`config.mk`:
```
export PLATFORM = sky130hd
export DESIGN_NAME = visualizer_writer
export DESIGN_NICKNAME = d
export VERILOG_FILES = /design/src/rtl/visualizer_writer.sv
export SDC_FILE = /design/constraint.sdc
export NUM_CORES = 1
export LEC_CHECK = 0
export ABC_AREA = 1
export BUFFER_PORTS_ARGS = -buffer_cell sky130_fd_sc_hd__buf_2
export CAP_MARGIN = 20
export CORE_ASPECT_RATIO = 0.5
export CORE_MARGIN = 5
export CORE_UTILIZATION = 50
export DETAILED_ROUTE_END_ITERATION = 6
export PLACE_DENSITY = 0.86
export REMOVE_ABC_BUFFERS = 1
export SYNTH_ARGS = -nofsm -noshare
export SYNTH_HDL_FRONTEND = slang
export SYNTH_SLANG_ARGS = --single-unit
export TNS_END_PERCENT = 50
```
`constraint.sdc`:
```
create_clock -name pixel_clk_in -period 2.76 [get_ports pixel_clk_in]
set_input_delay 0.828 -clock pixel_clk_in [delete_from_list [all_inputs] [get_ports pixel_clk_in]]
set_output_delay 0.828 -clock pixel_clk_in [all_outputs]
set_load 0.02 [all_outputs]
```
`src/rtl/visualizer_writer.sv`:
```
`default_nettype none
// ============================================================================
// Module   : visualizer_writer
// Purpose  : Queues bar-length updates for the visualizer row RAM and writes
//            them only during vertical blanking, so visible lines never see a
//            half-updated row. Also provides a blanking-paced sweep that
//            zeroes every row.
// Ports    : pixel_clk_in / rst_n_in   - clock, async active-low reset
//            vcount_in                 - current video line
//            upd_valid_in/upd_ready_out- update handshake
//            upd_idx_in/upd_value_in   - target row and raw bar length
//            clear_in / busy_out       - clear request / sweep in progress
//            tg_write_en/tg_addr/tg_input - registered row-RAM write port
//            drop_cnt_out              - saturating count of bad-index updates
// Revision : 1.0 - initial release
// ============================================================================
module visualizer_writer #(
  parameter int SCREEN_HEIGHT = 42,
  parameter int SCREEN_WIDTH  = 76,
  parameter int FIFO_DEPTH    = 4,
  parameter int ACTIVE_V      = 720,
  parameter int V_TOTAL       = 750
) (
  input  logic                             pixel_clk_in,
  input  logic                             rst_n_in,
  input  logic [9:0]                       vcount_in,
  input  logic                             upd_valid_in,
  output logic                             upd_ready_out,
  input  logic [$clog2(SCREEN_HEIGHT):0]   upd_idx_in,
  input  logic [31:0]                      upd_value_in,
  input  logic                             clear_in,
  output logic                             busy_out,
  output logic                             tg_write_en,
  output logic [$clog2(SCREEN_HEIGHT)-1:0] tg_addr,
  output logic [31:0]                      tg_input,
  output logic [7:0]                       drop_cnt_out
);

  localparam int ADDR_W = $clog2(SCREEN_HEIGHT);
  localparam int IDX_W  = ADDR_W + 1;
  localparam int VAL_W  = $clog2(SCREEN_WIDTH + 1);
  localparam int PTR_W  = $clog2(FIFO_DEPTH);

  localparam logic [IDX_W-1:0]  c_height   = IDX_W'(SCREEN_HEIGHT);
  localparam logic [31:0]       c_width    = 32'(SCREEN_WIDTH);
  localparam logic [9:0]        c_blank_lo = 10'(ACTIVE_V);
  // Stop one line early so a write issued on the last blank line cannot
  // land while line 0 is being scanned.
  localparam logic [9:0]        c_blank_hi = 10'(V_TOTAL - 2);
  localparam logic [ADDR_W-1:0] c_last_row = ADDR_W'(SCREEN_HEIGHT - 1);
  localparam logic [PTR_W:0]    c_depth    = (PTR_W + 1)'(FIFO_DEPTH);

  typedef enum logic [0:0] {
    ST_IDLE  = 1'b0,
    ST_CLEAR = 1'b1
  } state_t;

  typedef struct packed {
    logic [ADDR_W-1:0] idx;
    logic [VAL_W-1:0]  val;
  } entry_t;

  state_t            r_state;
  state_t            w_state_next;
  entry_t            r_fifo [FIFO_DEPTH];
  logic [PTR_W-1:0]  r_wr_ptr;
  logic [PTR_W-1:0]  r_rd_ptr;
  logic [PTR_W:0]    r_count;
  logic [ADDR_W-1:0] r_sweep;
  logic [7:0]        r_drop_cnt;

  logic              w_blank;
  logic              w_full;
  logic              w_empty;
  logic              w_accept;
  logic              w_in_range;
  logic              w_push;
  logic              w_drop;
  logic              w_pop;
  logic              w_clear_wr;
  logic [VAL_W-1:0]  w_clamped;
  entry_t            w_head;

  assign w_blank    = (vcount_in >= c_blank_lo) && (vcount_in <= c_blank_hi);
  assign w_full     = (r_count == c_depth);
  assign w_empty    = (r_count == '0);

  // Ready is gated by rst_n_in directly so it drops the instant reset is
  // asserted, not at the next clock edge.
  assign upd_ready_out = rst_n_in && !w_full && (r_state == ST_IDLE);

  assign w_accept   = upd_valid_in && upd_ready_out;
  assign w_in_range = (upd_idx_in < c_height);
  assign w_push     = w_accept && w_in_range;
  assign w_drop     = w_accept && !w_in_range;
  assign w_clamped  = (upd_value_in > c_width) ? VAL_W'(SCREEN_WIDTH)
                                               : upd_value_in[VAL_W-1:0];
  assign w_head     = r_fifo[r_rd_ptr];

  assign busy_out     = (r_state == ST_CLEAR);
  assign drop_cnt_out = r_drop_cnt;

  // --------------------------------------------------------------------------
  // State machine
  // --------------------------------------------------------------------------
  always_ff @(posedge pixel_clk_in or negedge rst_n_in) begin
    if (!rst_n_in) begin
      r_state <= ST_IDLE;
    end else begin
      r_state <= w_state_next;
    end
  end

  always_comb begin
    w_state_next = r_state;
    w_pop        = 1'b0;
    w_clear_wr   = 1'b0;
    case (r_state)
      ST_IDLE: begin
        // A pop may coincide with the clear request; its write lands one
        // cycle before the first sweep write, so the two never collide.
        w_pop = w_blank && !w_empty;
        if (clear_in) begin
          w_state_next = ST_CLEAR;
        end
      end
      ST_CLEAR: begin
        // Queue is frozen during the sweep; it drains once IDLE resumes.
        w_clear_wr = w_blank;
        if (w_blank && (r_sweep == c_last_row)) begin
          w_state_next = ST_IDLE;
        end
      end
      default: begin
        w_state_next = ST_IDLE;
      end
    endcase
  end

  // --------------------------------------------------------------------------
  // Update queue
  // --------------------------------------------------------------------------
  always_ff @(posedge pixel_clk_in) begin
    if (w_push) begin
      r_fifo[r_wr_ptr] <= '{idx: upd_idx_in[ADDR_W-1:0], val: w_clamped};
    end
  end

  always_ff @(posedge pixel_clk_in or negedge rst_n_in) begin
    if (!rst_n_in) begin
      r_wr_ptr <= '0;
      r_rd_ptr <= '0;
      r_count  <= '0;
    end else begin
      if (w_push) begin
        r_wr_ptr <= r_wr_ptr + 1'b1;
      end
      if (w_pop) begin
        r_rd_ptr <= r_rd_ptr + 1'b1;
      end
      case ({w_push, w_pop})
        2'b10:   r_count <= r_count + 1'b1;
        2'b01:   r_count <= r_count - 1'b1;
        default: r_count <= r_count;
      endcase
    end
  end

  // --------------------------------------------------------------------------
  // Sweep counter and drop counter
  // --------------------------------------------------------------------------
  always_ff @(posedge pixel_clk_in or negedge rst_n_in) begin
    if (!rst_n_in) begin
      r_sweep <= '0;
    end else if ((r_state == ST_IDLE) && clear_in) begin
      r_sweep <= '0;
    end else if (w_clear_wr) begin
      r_sweep <= (r_sweep == c_last_row) ? '0 : r_sweep + 1'b1;
    end
  end

  always_ff @(posedge pixel_clk_in or negedge rst_n_in) begin
    if (!rst_n_in) begin
      r_drop_cnt <= '0;
    end else if (w_drop && (r_drop_cnt != 8'hFF)) begin
      r_drop_cnt <= r_drop_cnt + 8'd1;
    end
  end

  // --------------------------------------------------------------------------
  // Registered row-RAM write port; address/data hold between writes.
  // --------------------------------------------------------------------------
  always_ff @(posedge pixel_clk_in or negedge rst_n_in) begin
    if (!rst_n_in) begin
      tg_write_en <= 1'b0;
      tg_addr     <= '0;
      tg_input    <= '0;
    end else begin
      tg_write_en <= w_pop || w_clear_wr;
      if (w_pop) begin
        tg_addr  <= w_head.idx;
        tg_input <= 32'(w_head.val);
      end else if (w_clear_wr) begin
        tg_addr  <= r_sweep;
        tg_input <= '0;
      end
    end
  end

endmodule
`default_nettype wire
```
==> results of run 1 <==
## metal layers
| metal | track usage, % | vias to the layer above | part of all wire, % |
|---|---|---|---|
| met1 | 21.72 | 1551 | 42 |
| met5 | 0 | - | 0 |
| met2 | 29.03 | 138 | 48 |
| met4 | 5.598 | 0 | 1.2 |
| li1 | - | 1614 | - |
| met3 | 5.141 | 16 | 8.8 |
## power by group through the flow
stage | sequential (mW) | combinational, mW | clock (mW)
CTS | 1.52 | 0.502 | 1.24
global route | 1.53 | 0.559 | 1.31
global placement | 1.54 | 0.471 | 0
detailed placement | 1.54 | 0.490 | 0
finish | 1.52 | 0.500 | 1.22
floorplan | 1.58 | 0.268 | 0
## sequential cells by signal (all words and copies together) (netlist names)
signal / cells
busy_out: 1
drop_cnt_out: 8
r_count: 3
r_fifo: 52
r_rd_ptr: 2
r_sweep: 6
r_wr_ptr: 2
tg_addr: 6
tg_input: 7
tg_write_en: 1
## synth_stat cells (2+ instances only)
cell       n  share of area, %
nand2_1   90               7.7
nor2_1    68               5.8
edfxtp_1  52                36
inv_1     37               3.2
dfrtp_1   36                20
buf_4     29               5.0
o21ai_0   29               3.3
nand3_1   26               3.0
nand4_1   14               2.0
ha_1       8               2.3
o22ai_1    7               1.0
xor2_1     7               1.4
buf_2      6              0.68
o21ai_1    4              0.46
xnor2_1    4              0.80
a21oi_1    3              0.34
buf_6      3              0.77
nand2_4    3              0.77
or2_2      3              0.43
nand4_4    2              0.97
nor2_2     2              0.28
nor2_4     2              0.51
nor3_1     2              0.23
o21ai_2    2              0.40
## cell families after synthesis
logic type               after synthesis
AND/OR/NAND/NOR                      218
flip-flops                            88
buffers and inverters                 77
AO/OA/AOI/OAI                         46
XOR/XNOR                              11
adder cells (fa/ha/maj)                9
other                                  1
## metrics by stage
stage	hold WS (ns)	total power, mW	std cells	worst slack [ns]
4_1_cts	0.4737	3.263	659	0.4720
2_1_floorplan	0.4856	1.848	435	0.1548
5_1_grt	0.4964	3.396	659	0.2437
3_3_place_gp	0.4495	2.013	643	0.2051
3_5_place_dp	0.4574	2.035	643	0.1204
6_report	0.4712	3.243	659	0.4342
## how the worst max path moves through the flow
| stage | startpoint | endpoint | slack (ns) | cells after the start |
|---|---|---|---|---|
| 2_1_floorplan | upd_idx_in[1] | r_count[2] | 0.15 | 12 |
| 3_3_place_gp | upd_idx_in[1] | r_count[2] | 0.21 | 13 |
| 3_5_place_dp | upd_idx_in[2] | r_count[2] | 0.12 | 13 |
| 4_1_cts | upd_idx_in[1] | r_count[1] | 0.47 | 11 |
| 5_1_grt | upd_idx_in[2] | r_count[2] | 0.24 | 13 |
| 6_report | upd_idx_in[1] | r_count[2] | 0.43 | 13 |
## worst max-delay path, stage by stage
cell	delay, ns
buf_2	0.12
inv_1	0.04
nand2_1	0.07
a21oi_1	0.07
o21ai_2	0.13
nor2_1	0.08
inv_1	0.15
ha_1	0.16
inv_1	0.06
fa_1	0.39
a21oi_1	0.16
o21ai_0	0.12
xor2_1	0.15
## area by class of cell
| class | count | area share (%) |
|---|---|---|
| sequential | 88 | 47.87 |
| multi-input combinational | 309 | 31.01 |
| clock inverter | 7 | 1.532 |
| inverter | 38 | 2.773 |
| tap | 117 | 2.846 |
| timing repair buffer | 91 | 9.584 |
| clock buffer | 9 | 4.378 |
==> metrics.cfg, run 1 <==
[run_status]
status=finished, final reports clean

[worst_hold_path]
worstHoldEndpoint=tg_input[6]
min_path_cells=2
hold_path_class=reg2reg
worstHoldStart=tg_input[6]

[pwr]
leakage_nw=2.524
pwr-share-comb_pct=15.4
pwr-share-clk_pct=37.7
switchingPower_uw=917.9
pwr_density_cell_nw_per_um2=630.5
pwr-share-seq_pct=46.9
power.internal_mw=2.325
switching_share_pct=28.30
max-vdd-ir-drop_mv=0.3328

[cells_and_area]
fillCellCount=695
fin_nets=599
antenna_cells=0
finish.utilization_pct=59.48
syn_to_final_growth_pct=17.02
mostFrequentLayoutCell=nand2_1
ff_latch_area_um2=2462
final_cell_mix=nand2_1 (90), buf_2 (76), nor2_1 (68)
multi_input_area_um2=1595
drive_above_1_share_pct=23.62
fin_area_um2=5144

[yosys]
synth_fa_ha_area_share_pct=2.733
synthSimpleGateAreaFrac_pct=23.26
synth_edf_count=52
syn_avg_cell_area_um2=9.768
syn_area_um2=4395
synth_cells=450
synth_xor_area_share_pct=2.192
synth_cell_types=35
ys_warn_count=0
yosysSeqAreaShare_pct=56.02
synth_compound_area_share_pct=5.978
ys_seq_elements=88
ys.flop_type=edfxtp_1
synth_mux_area_share_pct=0
synthArstFlopShare_pct=40.91
synth_top_family_by_area=simple AND/OR/NAND/NOR gates

[detailed_routing]
wl_per_cell_um=13.92
route.vias.total=3319
drt-initial-drc-count=250
drcViolationCount=0
antenna_left=0
viasPerCell=5.036
dr.pass1.iters=4
wirelength_um=9175

[clock_tree]
cts_setup_buffers=0
clk_latency_ns=0.34
cts_inserted_buffers=9
cts_root_buffer=clkbuf_16
htreeDepth=3
clock-sinks=88
post_cts_resized=0
cts.clk_slew.worst_paths_ns=0.07
cts_hold_buffers=0
cts_tree=done
cts_buffer_depth=2

[run]
drv_cap=0

[setup_path]
regToRegSetupSlack_ns=0.53
cp.required_ns=2.97
r2r_start=r_count[0]
critPathKind=in2reg
crit_path_start_kind=primary input
crit_fanout=5
cp.arrival_ns=2.54
reg2reg_depth=11
endpoint_kind=flip-flop
r2r-end=r_count[2]

[sta]
tightest_slew_ns=0.5552
fin_crit_ns=2.326
finalSetupViolCount=0
clock_skew_ns=0.005483
drv_slew=0
fin_setup_tns_ns=0
fmax_mhz=430.0
rsz0062_at_grt=false
relSlewSlack_pct=62.99
min_period_over_period_pct=84.27
report.final.hold_viol_count=0

[grt]
grt_pass1_wl_um=15110
grt_pass1_vias=3267
grt_max_degree=37
grt_util_all_layers_pct=17.38
antenna_found_initial=0
grt_remaining_overflow=0

[floorplan]
die_area_um2=10880
die_x_um=142.6
start_util_pct=50.82
die_h_um=76.30
rows=24
core_area_um2=8648
io-pin-count=102

[placed_design]
portBuffers=76
place_area_um2=4840
place.gp.congestion=0.7692
hpwl_um=6497

Note: power is estimated with default switching activity, not from simulation.
==> run 2: changes to the inputs <==
==> constraint.sdc (replaced) <==
create_clock -name pixel_clk_in -period 2.2 [get_ports pixel_clk_in]
set_input_delay 0.66 -clock pixel_clk_in [delete_from_list [all_inputs] [get_ports pixel_clk_in]]
set_output_delay 0.66 -clock pixel_clk_in [all_outputs]
set_load 0.02 [all_outputs]
==> metrics.cfg, run 2 (synthesis gave the netlist of run 1 again) <==
[sta]
min_period_over_period_pct=94.05
fmax_mhz=483.3
fin_ws_ns=0.1310  ; -0.3032 ns
tightest_slew_ns=0.5111  ; -0.04413 ns
report.final.hold_viol_count=0  ; unchanged
rsz0062_at_grt=false
fin_setup_tns_ns=0  ; unchanged
fin_crit_ns=2.069
clock_skew_ns=0.005367  ; -0.0001158 ns
relSlewSlack_pct=65.93  ; +2.9 points
finalSetupViolCount=0  ; unchanged
drv_slew=0  ; unchanged

[clock_tree]
post_cts_resized=0  ; unchanged
htreeDepth=3  ; unchanged
cts.clk_slew.worst_paths_ns=0.06  ; about the same
cts_root_buffer=clkbuf_16
clk_latency_ns=0.34  ; about the same
cts_tree=done
cts_setup_buffers=0  ; unchanged
cts_buffer_depth=2  ; unchanged
cts_inserted_buffers=9  ; unchanged
clock-sinks=88  ; unchanged
cts_hold_buffers=0  ; unchanged

[cells_and_area]
final_cell_mix=nand2_1 (90), buf_2 (76), nor2_1 (68)
largest_reg_flops=52  ; unchanged
mostFrequentLayoutCell=nand2_1
antenna_cells=0  ; unchanged
fin_nets=611  ; +2.0%
drive_above_1_share_pct=25.45  ; +1.8 points
stdcell_count=671  ; +1.8%
syn_to_final_growth_pct=19.04
top_register=r_fifo
fillCellCount=697  ; +0.29%

[floorplan]
die_area_um2=10880  ; unchanged
die_x_um=142.6  ; unchanged
core_area_um2=8648  ; unchanged
start_util_pct=50.82  ; unchanged
die_h_um=76.30  ; unchanged
io-pin-count=102  ; unchanged
rows=24  ; unchanged

[setup_path]
regToRegSetupSlack_ns=0.13  ; -0.40 ns
r2r_start=r_count[0]
cp.arrival_ns=2.28  ; -0.26 ns
r2r-end=r_count[2]
cp.required_ns=2.41  ; -0.56 ns
critPathKind=reg2reg
crit_end=r_count[2]
reg2reg_depth=11  ; unchanged
crit_path_start_kind=flip-flop
crit_path_start=r_count[0]
endpoint_kind=flip-flop
crit_fanout=3  ; -2

[placed_design]
place_ws_ns=-0.1864  ; -0.3068 ns
placed_cells=655  ; +1.9%
place.gp.congestion=0.8339  ; +8.4%
portBuffers=76  ; unchanged
hpwl_um=6703  ; +3.2%

[detailed_routing]
route.vias.total=3428  ; +3.3%
viasPerCell=5.109  ; +1.4%
wirelength_um=9746  ; +6.2%
drcViolationCount=0  ; unchanged
drt-initial-drc-count=212  ; -15%
wl_per_cell_um=14.52  ; +4.3%
antenna_left=0  ; unchanged
dr.pass1.iters=7  ; +3

[pwr]
total_power_mw=4.046  ; +25%
max-vdd-ir-drop_mv=0.4508  ; +35%
pwr_density_cell_nw_per_um2=773.1  ; +23%
leakage_nw=2.577  ; +2.1%

[grt]
grt_pass1_vias=3321  ; +1.7%
grt_util_all_layers_pct=18.36  ; +0.98 points
grt_max_degree=37  ; unchanged
grt_remaining_overflow=0  ; unchanged
antenna_found_initial=0  ; unchanged
grt_pass1_wl_um=15530  ; +2.8%

[run]
drv_cap=0  ; unchanged

[run_status]
status=finished, final reports clean

[worst_hold_path]
hold_path_class=reg2reg

[run 2: report_power, final]
part	internal, mW	total [mW]	leakage, nW	switching [mW]
sequential	1.82	1.90	1.01	0.0852
combinational	0.219	0.652	1.43	0.433
clock	0.879	1.49	0.141	0.613
total	2.91	4.05	2.58	1.13
[run 2: metal layers]
layer / routed length, µm / part of all wire, % / global-route usage (%) / up-vias
met5: 0 / 0 / 0 / -
met4: 274 / 2.8 / 8.729 / 0
met3: 839 / 8.6 / 5.266 / 28
met2: 4692 / 48 / 30.01 / 174
met1: 3940 / 40 / 22.43 / 1593
li1: - / - / - / 1633
[run 2: worst max-delay path, stage by stage, from the launching register on]
cell     delay, ns
dfrtp_1       0.41
nor2_2        0.15
nand2_2       0.09
nand4_4       0.09
nor2_1        0.09
inv_2         0.09
ha_1          0.15
inv_1         0.06
fa_2          0.37
a21oi_2       0.16
o21ai_0       0.13
xor2_1        0.16
[run 2: how the worst min path moves through the flow]
stage | to | cells past startpoint | start
detailed placement | tg_input[2] | 2 | tg_input[2]
global route | tg_addr[5] | 2 | tg_addr[5]
CTS | tg_input[1] | 2 | tg_input[1]
finish | tg_input[6] | 2 | tg_input[6]
global placement | tg_input[2] | 2 | tg_input[2]
floorplan | busy_out | 0 | rst_n_in
[run 2: layout make-up]
class | instances | area, µm² | share of cell area, %
Sequential cell | 88 | 2462 | 47.06
Multi-Input combinational cell | 309 | 1602 | 30.61
Timing Repair Buffer | 103 | 583.1 | 11.14
Clock buffer | 9 | 225.2 | 4.304
Tap cell | 117 | 146.4 | 2.798
Inverter | 38 | 142.6 | 2.726
Clock inverter | 7 | 71.32 | 1.363
[run 2: metrics by stage]
step | util, % | cell area [µm²] | hold slack (ns)
after floorplan | - | 4200 | 0.3644
after global placement | 57.00 | 4930 | 0.4502
after detailed placement | 57.00 | 4930 | 0.4569
after CTS | 60.43 | 5226 | 0.4829
after global routing | 60.50 | 5233 | 0.5064
final | 60.50 | 5233 | 0.4760
==> run 3: changes to the inputs <==
--- a/config.mk
+++ b/config.mk
@@ -9,7 +9,7 @@
 export BUFFER_PORTS_ARGS = -buffer_cell sky130_fd_sc_hd__buf_2
 export CAP_MARGIN = 20
 export CORE_ASPECT_RATIO = 0.5
-export CORE_MARGIN = 5
+export CORE_MARGIN = 4
 export CORE_UTILIZATION = 50
 export DETAILED_ROUTE_END_ITERATION = 6
 export PLACE_DENSITY = 0.86
==> metrics.cfg, run 3 (synthesis gave the netlist of run 1 again) <==
[run_status]
status=finished, final reports clean

[floorplan]
die_x_um=140.6  ; -1.4%
die_h_um=74.30  ; -2.6%
start_util_pct=53.22  ; +2.4 points
rows=23  ; -4.2%
die_area_um2=10450  ; -4.0%
core_area_um2=8259  ; -4.5%
io-pin-count=102  ; unchanged

[setup_path]
cp.required_ns=2.41  ; about the same
max_stage_delay_ns=0.37  ; -0.04 ns
endpoint_kind=flip-flop
cp.arrival_ns=2.19  ; -0.09 ns
path_common_cell=inv_1
critPathKind=in2reg
crit_slowest_cell=fa_1
reg2reg_depth=11  ; unchanged
crit_fanout=2  ; -1
crit_family=adder cells
r2r_start=r_count[0]
crit_path_start_kind=primary input
crit_chain=buf_2, inv_1, nand4_4, nor2_8, nand2_4, nor2_4, ha_1, inv_1, fa_1, a21oi_1, o21ai_1, xor2_1
regToRegSetupSlack_ns=0.24  ; +0.11 ns
r2r-end=r_count[2]
crit_buf_inv=3  ; +1

[grt]
grt_remaining_overflow=0  ; unchanged
antenna_found_initial=0  ; unchanged
grt_util_all_layers_pct=18.74  ; +0.37 points
grt_pass1_wl_um=15260  ; -1.7%
grt_pass1_vias=3220  ; -3.0%
grt_max_degree=37  ; unchanged

[clock_tree]
cts_hold_buffers=0  ; unchanged
cts_tree=done
cts_buffer_depth=2  ; unchanged
clk_latency_ns=0.33  ; about the same
cts.clk_slew.worst_paths_ns=0.06  ; about the same
cts_root_buffer=clkbuf_16
cts_setup_buffers=0  ; unchanged
clock-sinks=88  ; unchanged
cts_inserted_buffers=9  ; unchanged
post_cts_resized=0  ; unchanged
htreeDepth=3  ; unchanged

[worst_hold_path]
worstHoldEndpoint=tg_input[6]
hold_path_class=reg2reg
worstHoldStart=tg_input[6]
min_path_cells=2  ; unchanged

[sta]
clock_skew_ns=0.009817  ; +0.004450 ns
min_period_over_period_pct=90.08  ; -4.0 points
tightest_slew_ns=0.5145  ; +0.003374 ns
report.final.hold_viol_count=0  ; unchanged
fmax_mhz=504.6  ; +4.4%
fin_crit_ns=1.982  ; -0.08718 ns
drv_slew=0  ; unchanged
rsz0062_at_grt=false
finalSetupViolCount=0  ; unchanged
relSlewSlack_pct=65.70  ; -0.22 points

[cells_and_area]
fillCellCount=635  ; -8.9%
largest_reg_flops=52  ; unchanged
fin_nets=609  ; -0.33%
top_register=r_fifo
final_cell_mix=nand2_1 (90), buf_2 (76), nor2_1 (68)
drive_above_1_share_pct=24.82  ; -0.63 points
fin_area_um2=5233  ; unchanged
syn_to_final_growth_pct=19.04  ; unchanged
mostFrequentLayoutCell=nand2_1

[placed_design]
place_area_um2=4921  ; -0.18%
portBuffers=76  ; unchanged
place.gp.congestion=0.8060  ; -3.3%
hpwl_um=6687  ; -0.24%

[pwr]
max-vdd-ir-drop_mv=0.4471  ; -0.82%
total_power_mw=4.065  ; +0.49%
pwr_density_cell_nw_per_um2=776.9  ; +0.49%
leakage_nw=2.582  ; +0.18%

[detailed_routing]
drcViolationCount=0  ; unchanged
dr.pass1.iters=4  ; -3
wirelength_um=9361  ; -4.0%
wl_per_cell_um=14.08  ; -3.1%
viasPerCell=5.059  ; -0.98%
route.vias.total=3364  ; -1.9%
drt-initial-drc-count=270  ; +27%
antenna_left=0  ; unchanged

[run]
drv_cap=0  ; unchanged

-- run 3: routing by layer --
layer | track usage (%) | part of all wire, % | vias to the layer above | wire length (µm)
li1 | - | - | 1635 | -
met1 | 23.21 | 42 | 1550 | 3904
met2 | 32.15 | 48 | 161 | 4477
met3 | 5.331 | 8.7 | 18 | 812
met4 | 6.982 | 1.8 | 0 | 167
met5 | 0 | 0 | - | 0
-- run 3: worst max path at each step --
stage,cells past startpoint,slack (ns),end,startpoint
2_1_floorplan,12,-0.24,r_count[2],upd_idx_in[1]
5_1_grt,13,0.003,r_count[2],upd_idx_in[1]
4_1_cts,13,0.16,r_count[2],upd_idx_in[1]
3_5_place_dp,13,-0.19,r_count[2],upd_idx_in[1]
6_report,12,0.22,r_count[2],vcount_in[8]
3_3_place_gp,13,-0.09,r_count[2],upd_idx_in[1]
-- run 3: layout make-up --
cell class	count	area (µm²)	area share [%]
Timing Repair Buffer	101	580.6	11.10
Tap cell	112	140.1	2.678
Multi-Input combinational cell	309	1595	30.49
Sequential cell	88	2462	47.06
Clock inverter	3	38.79	0.7413
Clock buffer	13	270.3	5.165
Inverter	38	142.6	2.726
Antenna cell	1	2.502	0.04782
-- run 3: power breakdown --
part	switching, mW	leakage (nW)	internal (mW)	total (mW)
registers	0.0862	1.01	1.82	1.90
clock network	0.555	0.153	0.966	1.52
logic	0.422	1.42	0.218	0.640
-- run 3: metrics by stage --
step	setup TNS, ns	utilization [%]	hold slack (ns)	cells	setup slack [ns]
floorplan	-3.943	-	0.3644	435	-0.2372
global placement	-0.09963	59.58	0.4500	648	-0.09119
detailed placement	-0.2993	59.58	0.4551	648	-0.1852
CTS	0	63.32	0.4691	664	0.1561
global route	0	63.32	0.5010	664	0.002546
finish	0	63.35	0.4661	665	0.2182
-- run 3: worst reg2reg max path: cells and delay by family, from the launching register on --
kind / cells / cell delay, ns
DFF: 1 / 0.41
xor gates and xnor gates: 1 / 0.14
adders and majority gates: 2 / 0.51
buffers and inverters: 2 / 0.14
AOI/OAI and AO/OA: 2 / 0.23
and+or+nand+nor: 4 / 0.40
